`config.mk`:
```
export PLATFORM = sky130hd
export DESIGN_NAME = ble_aa_deserializer
export DESIGN_NICKNAME = d
export VERILOG_FILES = /design/src/rtl/ble_aa_deserializer.sv
export SDC_FILE = /design/constraint.sdc
export NUM_CORES = 1
export LEC_CHECK = 0
export ABC_CLOCK_PERIOD_IN_PS = 2500
export CORE_UTILIZATION = 63
export CTS_CLUSTER_DIAMETER = 80
export DETAILED_ROUTE_END_ITERATION = 12
export DONT_BUFFER_PORTS = 1
export GPL_TIMING_DRIVEN = 0
export PLACE_DENSITY = 0.77
export SLEW_MARGIN = 15
export SYNTH_ARGS = -nofsm -noshare
export SYNTH_HDL_FRONTEND = slang
export SYNTH_SLANG_ARGS = --single-unit
```
`constraint.sdc`:
```
create_clock -name clk_i -period 2.5 [get_ports clk_i]
set_input_delay 0.375 -clock clk_i [delete_from_list [all_inputs] [get_ports clk_i]]
set_output_delay 0.375 -clock clk_i [all_outputs]
set_load 0.02 [all_outputs]
```
`src/rtl/ble_aa_deserializer.sv`:
```
// Hunts the serial stream for the BLE access address, then deserialises the
// two-byte PDU header and LEN payload bytes into a pulse-qualified byte stream.
module ble_aa_deserializer #(
  parameter logic [31:0] ACCESS_ADDR = 32'h8E89BED6,
  parameter int unsigned MAX_LEN     = 37
) (
  input  logic       clk_i,
  input  logic       rst_i,
  input  logic       serial_i,
  input  logic       valid_i,
  input  logic [6:0] channel_i,
  input  logic [7:0] rssi_i,
  output logic [7:0] data_o,
  output logic       valid_o,
  output logic       sop_o,
  output logic       eop_o,
  output logic       err_o,
  output logic [6:0] channel_o,
  output logic [7:0] rssi_o,
  output logic       busy_o
);

  typedef enum logic [1:0] {
    HUNT    = 2'd0,
    HDR     = 2'd1,
    PAYLOAD = 2'd2
  } state_t;

  localparam logic [6:0] MaxLen = 7'(MAX_LEN);

  state_t      state_q;
  // Only the 31 (resp. 7) previous bits are stored; the incoming bit completes the word.
  logic [30:0] sr_q;
  logic [31:0] sr_d;
  logic [5:0]  fill_q;
  logic [6:0]  byte_q;
  logic [7:0]  byte_d;
  logic [5:0]  len_d;
  logic [2:0]  bitcnt_q;
  logic        hdr_idx_q;
  logic [5:0]  remain_q;
  logic [7:0]  data_q;
  logic        valid_q;
  logic        sop_q;
  logic        eop_q;
  logic        err_q;
  logic [6:0]  channel_q;
  logic [7:0]  rssi_q;

  assign sr_d   = {serial_i, sr_q};
  assign byte_d = {serial_i, byte_q};
  assign len_d  = byte_d[5:0];

  always_ff @(posedge clk_i) begin
    if (!rst_i) begin
      state_q   <= HUNT;
      sr_q      <= '0;
      fill_q    <= '0;
      byte_q    <= '0;
      bitcnt_q  <= '0;
      hdr_idx_q <= 1'b0;
      remain_q  <= '0;
      data_q    <= '0;
      valid_q   <= 1'b0;
      sop_q     <= 1'b0;
      eop_q     <= 1'b0;
      err_q     <= 1'b0;
      channel_q <= '0;
      rssi_q    <= '0;
    end else begin
      valid_q <= 1'b0;
      sop_q   <= 1'b0;
      eop_q   <= 1'b0;
      err_q   <= 1'b0;
      if (valid_i) begin
        case (state_q)
          HUNT: begin
            if (fill_q >= 6'd31 && sr_d == ACCESS_ADDR) begin
              // sr/fill are frozen outside HUNT, so clearing here equals clearing on re-entry
              sr_q      <= '0;
              fill_q    <= '0;
              channel_q <= channel_i;
              rssi_q    <= rssi_i;
              bitcnt_q  <= '0;
              hdr_idx_q <= 1'b0;
              state_q   <= HDR;
            end else begin
              sr_q <= sr_d[31:1];
              if (fill_q != 6'd32) fill_q <= fill_q + 6'd1;
            end
          end
          HDR, PAYLOAD: begin
            if (channel_i != channel_q) begin
              err_q   <= 1'b1;
              state_q <= HUNT;
            end else begin
              byte_q   <= byte_d[7:1];
              bitcnt_q <= bitcnt_q + 3'd1;
              if (bitcnt_q == 3'd7) begin
                if (state_q == HDR && !hdr_idx_q) begin
                  data_q    <= byte_d;
                  valid_q   <= 1'b1;
                  sop_q     <= 1'b1;
                  hdr_idx_q <= 1'b1;
                end else if (state_q == HDR) begin
                  if ({1'b0, len_d} > MaxLen) begin
                    err_q   <= 1'b1;
                    state_q <= HUNT;
                  end else begin
                    data_q   <= byte_d;
                    valid_q  <= 1'b1;
                    remain_q <= len_d;
                    if (len_d == 6'd0) begin
                      eop_q   <= 1'b1;
                      state_q <= HUNT;
                    end else begin
                      state_q <= PAYLOAD;
                    end
                  end
                end else begin
                  data_q   <= byte_d;
                  valid_q  <= 1'b1;
                  remain_q <= remain_q - 6'd1;
                  if (remain_q == 6'd1) begin
                    eop_q   <= 1'b1;
                    state_q <= HUNT;
                  end
                end
              end
            end
          end
          default: state_q <= HUNT;
        endcase
      end
    end
  end

  assign data_o    = data_q;
  assign valid_o   = valid_q;
  assign sop_o     = sop_q;
  assign eop_o     = eop_q;
  assign err_o     = err_q;
  assign channel_o = channel_q;
  assign rssi_o    = rssi_q;
  assign busy_o    = (state_q != HUNT);

endmodule

```
==> summary.txt, run 1 <==
Run status
  • Status: finished, final reports clean

STA
  • Worst Skew: 10.0 ps
  • RSZ-0062 raised after global routing: no
  • Hold Fails Final Rpt: 0
  • Final setup vio count: 0
  • Tightest Pin Transition: 781 ps
  • Slew HR: 47.3%
  • Setup_tns: 0 ps
  • Period utilization: 88.2%
  • Max Transition Viols Final: 0
  • Max frequency: 453 MHz
  • Min cycle time layout: 2210 ps

Logic synthesis
  • Synth unique cells: 57
  • Simple-gate share of the synthesized area: 25.5%
  • Syn nets: 443
  • Register area share after synthesis: 44.3%
  • Yosys warning count: 0
  • Compound-Gate Fraction of Synth Area: 10.9%
  • Mux cell area share after synthesis: 9.61%
  • XOR/XNOR Fraction of Synth Area: 2.57%
  • Post-synthesis async set-or-reset flop share: 0%
  • Post-Synthesis Cells: 416
  • Ranking of synthesized cells by area: dfxtp_1 (44%), mux2i_1 (9.6%), nand2_1 (9.3%), a21oi_1 (4.5%), nor2b_1 (4.0%)
  • Primary FF master, synth: dfxtp_1
  • Largest area contributor in the netlist: dfxtp_1
  • Average size of a mapped cell: 9.02 um2
  • Flop and latch count out of synthesis: 83
  • Netlist Area Pre-Place: 3750 um2
  • Post-synth EDFFs: 0
  • Area share of the largest cell type after synthesis: 44.3%
  • Combinational family with the most area after synthesis: simple AND/OR/NAND/NOR gates
  • Adder-cell share of the synthesized area: 2.67%

Worst setup path
  • WP buf/inv: 1
  • R2R cell count: 7
  • Reg2reg end: remain_q[3]
  • Most frequent CP cell: ha_1
  • Startpoint types: flop
  • Crit-path max FO: 9
  • WS Path Type: reg2reg
  • Worst Setup SP: bitcnt_q[0]
  • Required time of the critical path: 2750 ps
  • Delay-heaviest family, CP: compound AO/OA/AOI/OAI gates
  • FF-to-FF setup slack: 290 ps
  • Worst reg2reg startpoint: bitcnt_q[0]
  • Max incr delay on CP: 410 ps
  • Worst path arrival time: 2450 ps
  • Worst path cell trace: ha_1 -> ha_1 -> clkbuf_1 -> o211ai_1 -> nor4_4 -> o21ai_0 -> a31o_2
  • Slowest cell on crit path: nor4_4
  • CP Capture Type: flop

Routing
  • WL final: 7.41 mm
  • Vias per inst: 5.68
  • Detail Route Antenna Nets: 0
  • Drt pass-1 iters: 4
  • Wirelength per Cell: 14.7 um
  • Drt first-iter violations: 110
  • DR vias: 2,864
  • DRC viols: 0

GRT
  • Initial antenna violation count: 0
  • Total track usage: 25.4%
  • Overflow after GRT: 0
  • Pin count of the biggest net entering global routing: 14
  • Global-route wire length before repair: 12.4 mm
  • Vias in the first global route: 2,762

Layout
  • N_diodes: 0
  • P&R area growth vs syn: 7.97%
  • Nets: 454
  • Layout cells sized above 1: 7.87%

Clocking
  • Latest clock arrival within the worst-skew pair: 350 ps
  • Cts repair resizes: 0
  • H-Tree Depth: 3
  • Clock transition at path regs: 80 ps
  • CTS Buf Count: 9
  • CTS tree: done
  • Clock Root Buffer: clkbuf_8
  • CTS max path bufs: 2
  • Number of post-CTS setup repair buffers: 0
  • Clk sinks: 83
  • Hold buffers post-CTS: 0

Hold path
  • Hold depth: 2
  • Hold Startpoint: serial_i
  • Min-delay worst type: in2reg
  • Hold EP: sr_q[30]

Power
  • P_leak: 1.50 nW
  • VDD IR max: 0.539 mV
  • Overall power: 2.42 mW
  • Power per cell area: 599 nW/um2

Floorplan
  • Die Height: 79.2 um
  • Die span in x: 79.2 um
  • Die area: 6270 um2
  • Initial Util: 66.9%
  • Core area: 5610 um2
  • Site Rows: 27
  • I/O pins: 47

Flow run
  • Max Cap Viol: 0

Placement
  • Port buffer count: 0
  • Global placer's final weighted congestion: 0.821
  • HPWL Detailed: 5.30 mm
[layer usage]
layer | track usage (%) | wire length, um
met5 | 0 | 0
met4 | 9.82 | 125
met3 | 4.60 | 342
met2 | 43.8 | 3540
met1 | 31.1 | 3410
[metrics by stage]
| step | hold WS, ps | utilization [%] | instance area (um2) | std cells | worst slack (ps) |
|---|---|---|---|---|---|
| after floorplan | 435 | - | 3750 | 416 | 704 |
| after CTS | 146 | 72.2 | 4050 | 504 | 346 |
| final | 159 | 72.2 | 4050 | 504 | 295 |
| after global routing | 187 | 72.2 | 4050 | 504 | 172 |
| after global placement | 446 | 68.5 | 3840 | 488 | 480 |
| after detailed placement | 464 | 68.5 | 3840 | 488 | 385 |
[power breakdown]
group	leakage (nW)	total [mW]	switching, mW	internal (mW)
Combinational	0.724	0.0809	0.0545	0.0264
Clock	0.103	1.02	0.455	0.560
Sequential	0.669	1.33	0.00372	1.32
Total	1.50	2.42	0.513	1.91
[worst max-delay path by stage]
stage | slack, ps | endpoint | cells past startpoint
final | 290 | remain_q[3] | 7
after global routing | 170 | remain_q[5] | 7
after CTS | 350 | remain_q[3] | 7
after detailed placement | 380 | remain_q[3] | 7
after global placement | 480 | remain_q[3] | 7
after floorplan | 700 | remain_q[3] | 6
[area by class of cell]
| type | instances | area [um2] |
|---|---|---|
| flip-flops and latches | 83 | 1660 |
| clock buffers | 11 | 131 |
| multi-input cells | 297 | 1920 |
| fillers | 439 | 1560 |
| well taps | 72 | 90.1 |
| inverters | 12 | 45.0 |
| plain buffers | 24 | 123 |
| clock inverters | 5 | 77.6 |
[Yosys cell counts, drive strengths merged, types with 2 or more instances]
cell type / number
a211oi: 2
a21boi: 3
a21oi: 34
a31o: 2
and2: 2
and3: 4
buf: 8
clkbuf: 16
dfxtp: 83
ha: 8
inv: 12
mux2i: 36
nand2: 94
nand2b: 2
nand3: 10
nand4: 5
nand4b: 3
nor2: 12
nor2b: 24
nor3: 6
nor3b: 2
nor4: 3
nor4b: 3
nor4bb: 3
o211ai: 2
o21ai: 5
o221ai: 3
o41ai: 2
xnor2: 8
xor2: 3
[state kept, by name (all words and copies together), names as in the netlist]
signal	count
sr_q	31
channel_o	7
fill_q	6
hdr_idx_q	1
remain_q	6
byte_q	7
valid_o	1
err_o	1
eop_o	1
bitcnt_q	3
sop_o	1
state_q	2
rssi_o	8
data_o	8
[placed cells by master, fill, tap and decap left out, types with 3 or more instances in the layout]
cell,instances
a21oi_1,34
and3_1,4
buf_4,4
clkbuf_1,18
clkbuf_8,9
dfxtp_1,83
ha_1,8
inv_1,12
mux2i_1,36
nand2_1,93
nand3_1,10
nand4_1,4
nor2_1,12
nor2b_1,24
nor3_1,5
nor4b_1,3
nor4bb_1,3
o21ai_0,4
xnor2_1,8
xor2_1,3
[logic make-up after synthesis]
family | Yosys count
simple gates | 179
flops | 83
compound gates | 63
buf+inv | 36
mux | 36
xor+xnor | 11
fa+ha+maj | 8
(Power assumes the default switching activity.)
==> run 2, diff against run 1 <==
--- a/config.mk
+++ b/config.mk
@@ -5,7 +5,7 @@
 export SDC_FILE = /design/constraint.sdc
 export NUM_CORES = 1
 export LEC_CHECK = 0
-export ABC_CLOCK_PERIOD_IN_PS = 2500
+export ABC_CLOCK_PERIOD_IN_PS = 2050
 export CORE_UTILIZATION = 63
 export CTS_CLUSTER_DIAMETER = 80
 export DETAILED_ROUTE_END_ITERATION = 12
==> constraint.sdc (replaced) <==
create_clock -name clk_i -period 2.05 [get_ports clk_i]
set_input_delay 0.3075 -clock clk_i [delete_from_list [all_inputs] [get_ports clk_i]]
set_output_delay 0.3075 -clock clk_i [all_outputs]
set_load 0.02 [all_outputs]
==> run 2 against run 1 <==
Hold slack got worse by 69 ps. Critical path depth rose by 1. First-iteration DRC count down 32%. Non-clock buffer count is 4 higher. Register-to-register slack got worse by 210 ps. Fmax up 12%. Routed wire length is 2.2% higher. Critical path type unchanged.
==> summary.txt, run 2 (synthesized netlist as in run 1, its figures left out) <==
STA
  • Max frequency: 508 MHz
  • Final setup vio count: 0
  • Setup_tns: 0 ps
  • Worst Skew: 9.40 ps
  • Min cycle time layout: 1970 ps
  • Period utilization: 96.0%
  • Slew HR: 46.7%
  • Hold Fails Final Rpt: 0
  • Max Transition Viols Final: 0
  • Tightest Pin Transition: 789 ps

Placement
  • HPWL Detailed: 5.30 mm
  • Global placer's final weighted congestion: 0.821
  • Port buffer count: 0

Layout
  • P&R area growth vs syn: 10.7%
  • Commonest non-fill, non-tap cell in the layout: nand2_1
  • Core Util, Final: 74.0%
  • Fillers: 424
  • Reg area: 1660 um2
  • N_diodes: 0
  • Max reg flops: 31
  • Nets: 458
  • Layout cells sized above 1: 10.6%
  • Commonest non-fill, non-tap cells in the layout: nand2_1 (92), dfxtp_1 (83), mux2i_1 (36)
  • Top reg by flops: sr_q
  • Footprint of the multi-input gates: 1970 um2

Hold path
  • Min-delay worst type: in2reg

Flow run
  • Max Cap Viol: 0

Power
  • Power per cell area: 713 nW/um2
  • VDD IR max: 0.656 mV
  • P_leak: 1.56 nW

Clocking
  • Clock Root Buffer: clkbuf_8
  • CTS Buf Count: 9
  • Clk sinks: 83
  • Latest clock arrival within the worst-skew pair: 350 ps
  • Clock transition at path regs: 80 ps
  • CTS tree: done
  • CTS max path bufs: 2
  • H-Tree Depth: 3

Worst setup path
  • Required time of the critical path: 2290 ps
  • Max incr delay on CP: 340 ps
  • WP buf/inv: 2
  • Slowest cell on crit path: dfxtp_1
  • CP Capture Type: flop
  • Crit-path max FO: 10
  • Worst path arrival time: 2210 ps
  • Startpoint types: flop
  • Worst path cell trace: inv_1 -> ha_1 -> buf_4 -> nor4b_4 -> o221ai_2 -> nor4_4 -> mux2i_1 -> a21boi_1
  • WS Path Type: reg2reg
  • Delay-heaviest family, CP: simple AND/OR/NAND/NOR gates

GRT
  • Total track usage: 25.4%
  • Initial antenna violation count: 0
  • Global-route wire length before repair: 12.4 mm
  • Overflow after GRT: 0
  • Vias in the first global route: 2,767
  • Pin count of the biggest net entering global routing: 14

Routing
  • DRC viols: 0
  • Detail Route Antenna Nets: 0
  • Wirelength per Cell: 14.9 um
  • Drt first-iter violations: 75
  • DR vias: 2,895
  • WL final: 7.58 mm
  • Drt pass-1 iters: 4
  • Vias per inst: 5.70

Floorplan
  • Initial Util: 66.9%
  • I/O pins: 47
  • Core area: 5610 um2
  • Die area: 6270 um2
  • Site Rows: 27
  • Die span in x: 79.2 um
  • Die Height: 79.2 um

Run status
  • Status: finished, final reports clean
## run 2: stage by stage
step | std cells | hold slack, ps | total power, mW | setup WS (ps) | area (um2)
floorplan | 416 | 435 | 1.73 | 254 | 3750
global placement | 488 | 446 | 1.75 | 30.4 | 3840
detailed placement | 488 | 452 | 1.76 | -65.1 | 3840
CTS | 505 | 78.1 | 2.98 | 51.0 | 4060
global route | 508 | 119 | 3.05 | -29.8 | 4150
finish | 508 | 90.1 | 2.96 | 82.1 | 4150
## run 2: layer usage
| metal | routed length (um) | global-route usage, % |
|---|---|---|
| met1 | 3470 | 31.1 |
| met2 | 3650 | 43.9 |
| met3 | 336 | 4.60 |
| met4 | 125 | 9.82 |
| met5 | 0 | 0 |
## run 2: area by class of cell
cell class,instances,share of cell area [%]
Clock buffer,11,3.16
Buffer,22,2.89
Timing Repair Buffer,6,1.39
Multi-Input combinational cell,297,47.4
Tap cell,72,2.17
Inverter,12,1.08
Sequential cell,83,40.0
Clock inverter,5,1.87
## run 2: final timing paths
path                 end  slack [ps]        from  cells past startpoint
max          remain_q[4]          80  state_q[1]                      8
min             sr_q[30]          90    serial_i                      2
max reg2reg  remain_q[4]          80  state_q[1]                      8
min reg2reg      sr_q[2]         480     sr_q[2]                      2
## run 2: power by group
part / switching, mW / leakage (nW) / total [mW] / internal, mW
Sequential: 0.00451 / 0.669 / 1.62 / 1.62
Clock: 0.555 / 0.103 / 1.24 / 0.683
Combinational: 0.0678 / 0.784 / 0.0999 / 0.0322
Total: 0.627 / 1.56 / 2.96 / 2.33
## run 2: what timing repair did
item | CTS | global route
endpoints found under the setup margin | 3 | 56
pin swaps | 1 | 2
hold buffers | 0 | 0
resized for setup | 0 | 11
buffers inserted | 2 | 4
## run 2: worst reg2reg max path: cells and delay by family (launching register included)
family	cells	cell delay [ps]
compound gates	2	260
fa+ha+maj	1	210
buf+inv	2	250
flops	1	340
mux	1	220
simple gates	2	600
==> run 3, diff against run 2 <==
--- a/config.mk
+++ b/config.mk
@@ -7,12 +7,13 @@
 export LEC_CHECK = 0
 export ABC_CLOCK_PERIOD_IN_PS = 2050
 export CORE_UTILIZATION = 63
+export CTS_BUF_LIST = sky130_fd_sc_hd__clkbuf_4
 export CTS_CLUSTER_DIAMETER = 80
 export DETAILED_ROUTE_END_ITERATION = 12
 export DONT_BUFFER_PORTS = 1
 export GPL_TIMING_DRIVEN = 0
 export PLACE_DENSITY = 0.77
-export SLEW_MARGIN = 15
 export SYNTH_ARGS = -nofsm -noshare
 export SYNTH_HDL_FRONTEND = slang
 export SYNTH_SLANG_ARGS = --single-unit
+export TNS_END_PERCENT = 30
==> run 3 against run 2 <==
Count of clock-buffer cells in the layout unchanged. Die area unchanged. Fmax down 0.47%. Core utilization down 2.1 points. Hold slack worse by 40 ps. Total power down 6.2%. Worst setup slack worse by 9.4 ps. Clock power down 15%. Cell count down 0.59%.
==> summary.txt, run 3 (synthesized netlist as in run 1, its figures left out) <==
Run status
  • Status: finished, final reports clean

Clocking
  • CTS Buf Count: 9
  • H-Tree Depth: 3
  • Clk sinks: 83
  • Clock transition at path regs: 120 ps
  • Latest clock arrival within the worst-skew pair: 420 ps
  • Clock Root Buffer: clkbuf_4
  • CTS tree: done
  • CTS max path bufs: 2

STA
  • Min Hold Slack: 50.4 ps
  • Max Transition Viols Final: 0
  • RSZ-0062 raised after global routing: yes
  • Setup_tns: 0 ps
  • Max frequency: 506 MHz
  • Worst Skew: 20.4 ps
  • Hold Fails Final Rpt: 0
  • Period utilization: 96.5%
  • Tightest Pin Transition: 773 ps
  • Final setup vio count: 0
  • Slew HR: 47.8%
  • Min cycle time layout: 1980 ps

Floorplan
  • Die span in x: 79.2 um
  • Die area: 6270 um2
  • I/O pins: 47
  • Site Rows: 27
  • Initial Util: 66.9%
  • Core area: 5610 um2
  • Die Height: 79.2 um

Worst setup path
  • Max incr delay on CP: 420 ps
  • Crit-path max FO: 10
  • WP buf/inv: 2
  • Slowest cell on crit path: ha_1
  • Worst path arrival time: 2310 ps
  • Required time of the critical path: 2380 ps
  • Startpoint types: flop
  • CP Capture Type: flop
  • WS Path Type: reg2reg
  • R2R cell count: 7
  • Crit path depth: 7
  • Worst path cell trace: inv_1 -> ha_1 -> nand2_2 -> nor3_2 -> buf_4 -> nand3_1 -> nor3_1
  • Delay-heaviest family, CP: simple AND/OR/NAND/NOR gates

GRT
  • Initial antenna violation count: 0
  • Pin count of the biggest net entering global routing: 14
  • Global-route wire length before repair: 12.4 mm
  • Total track usage: 25.2%
  • Overflow after GRT: 0
  • Vias in the first global route: 2,766

Hold path
  • Hold depth: 2
  • Min-delay worst type: in2reg

Routing
  • Drt pass-1 iters: 4
  • DRC viols: 0
  • Drt first-iter violations: 117
  • DR vias: 2,877
  • Detail Route Antenna Nets: 0
  • Wirelength per Cell: 14.9 um
  • WL final: 7.53 mm
  • Vias per inst: 5.70

Placement
  • Port buffer count: 0
  • Placed cell area: 3840 um2
  • HPWL Detailed: 5.30 mm
  • Dpl cells: 488
  • Global placer's final weighted congestion: 0.821

Power
  • Overall power: 2.77 mW
  • P_leak: 1.49 nW
  • Power per cell area: 687 nW/um2
  • VDD IR max: 0.526 mV

Layout
  • Commonest non-fill, non-tap cells in the layout: nand2_1 (92), dfxtp_1 (83), mux2i_1 (36)
  • Top reg by flops: sr_q
  • Nets: 455
  • Max reg flops: 31
  • N_diodes: 0
  • Fin area: 4040 um2
  • Commonest non-fill, non-tap cell in the layout: nand2_1
  • P&R area growth vs syn: 7.57%
  • Layout cells sized above 1: 9.70%
  • Non-Filler Instances: 505

Flow run
  • Max Cap Viol: 0
run 3: timing repair:
action,in CTS,in global routing
setup buffers,2,0
endpoints found under the setup margin,3,58
gates resized for setup,0,4
hold buffers,1,0
endpoints found under the hold margin,1,0
pin swaps,1,0
run 3: layout make-up:
type | instances | area, um2
plain buffers | 22 | 115
clock buffers | 11 | 82.6
clock inverters | 5 | 77.6
fillers | 447 | 1570
inverters | 12 | 45.0
multi-input cells | 297 | 1940
flip-flops and latches | 83 | 1660
well taps | 72 | 90.1
repair buffers | 3 | 25.0
run 3: worst paths after layout:
kind / from / end / slack (ps)
max: state_q[1] / eop_o / 70
min: serial_i / data_o[7] / 50
max reg2reg: state_q[1] / eop_o / 70
min reg2reg: bitcnt_q[2] / bitcnt_q[2] / 480
run 3: stage by stage:
stage	setup WS, ps	util [%]
finish	72.7	72.0
global route	-101	72.0
CTS	22.0	71.8
detailed placement	-65.1	68.5
global placement	30.4	68.5
floorplan	254	-
run 3: power breakdown:
group | internal, mW | total (mW) | switching (mW)
clock | 0.519 | 1.05 | 0.532
combinational | 0.0331 | 0.101 | 0.0678
sequential | 1.62 | 1.62 | 0.00465
run 3: per-layer routing:
metal / vias up / share of wire (%) / global-route usage [%]
li1: 1457 / - / -
met3: 8 / 3.6 / 3.91
met4: 0 / 1.3 / 10.7
met2: 58 / 47 / 42.5
met5: - / 0 / 0
met1: 1354 / 48 / 31.9
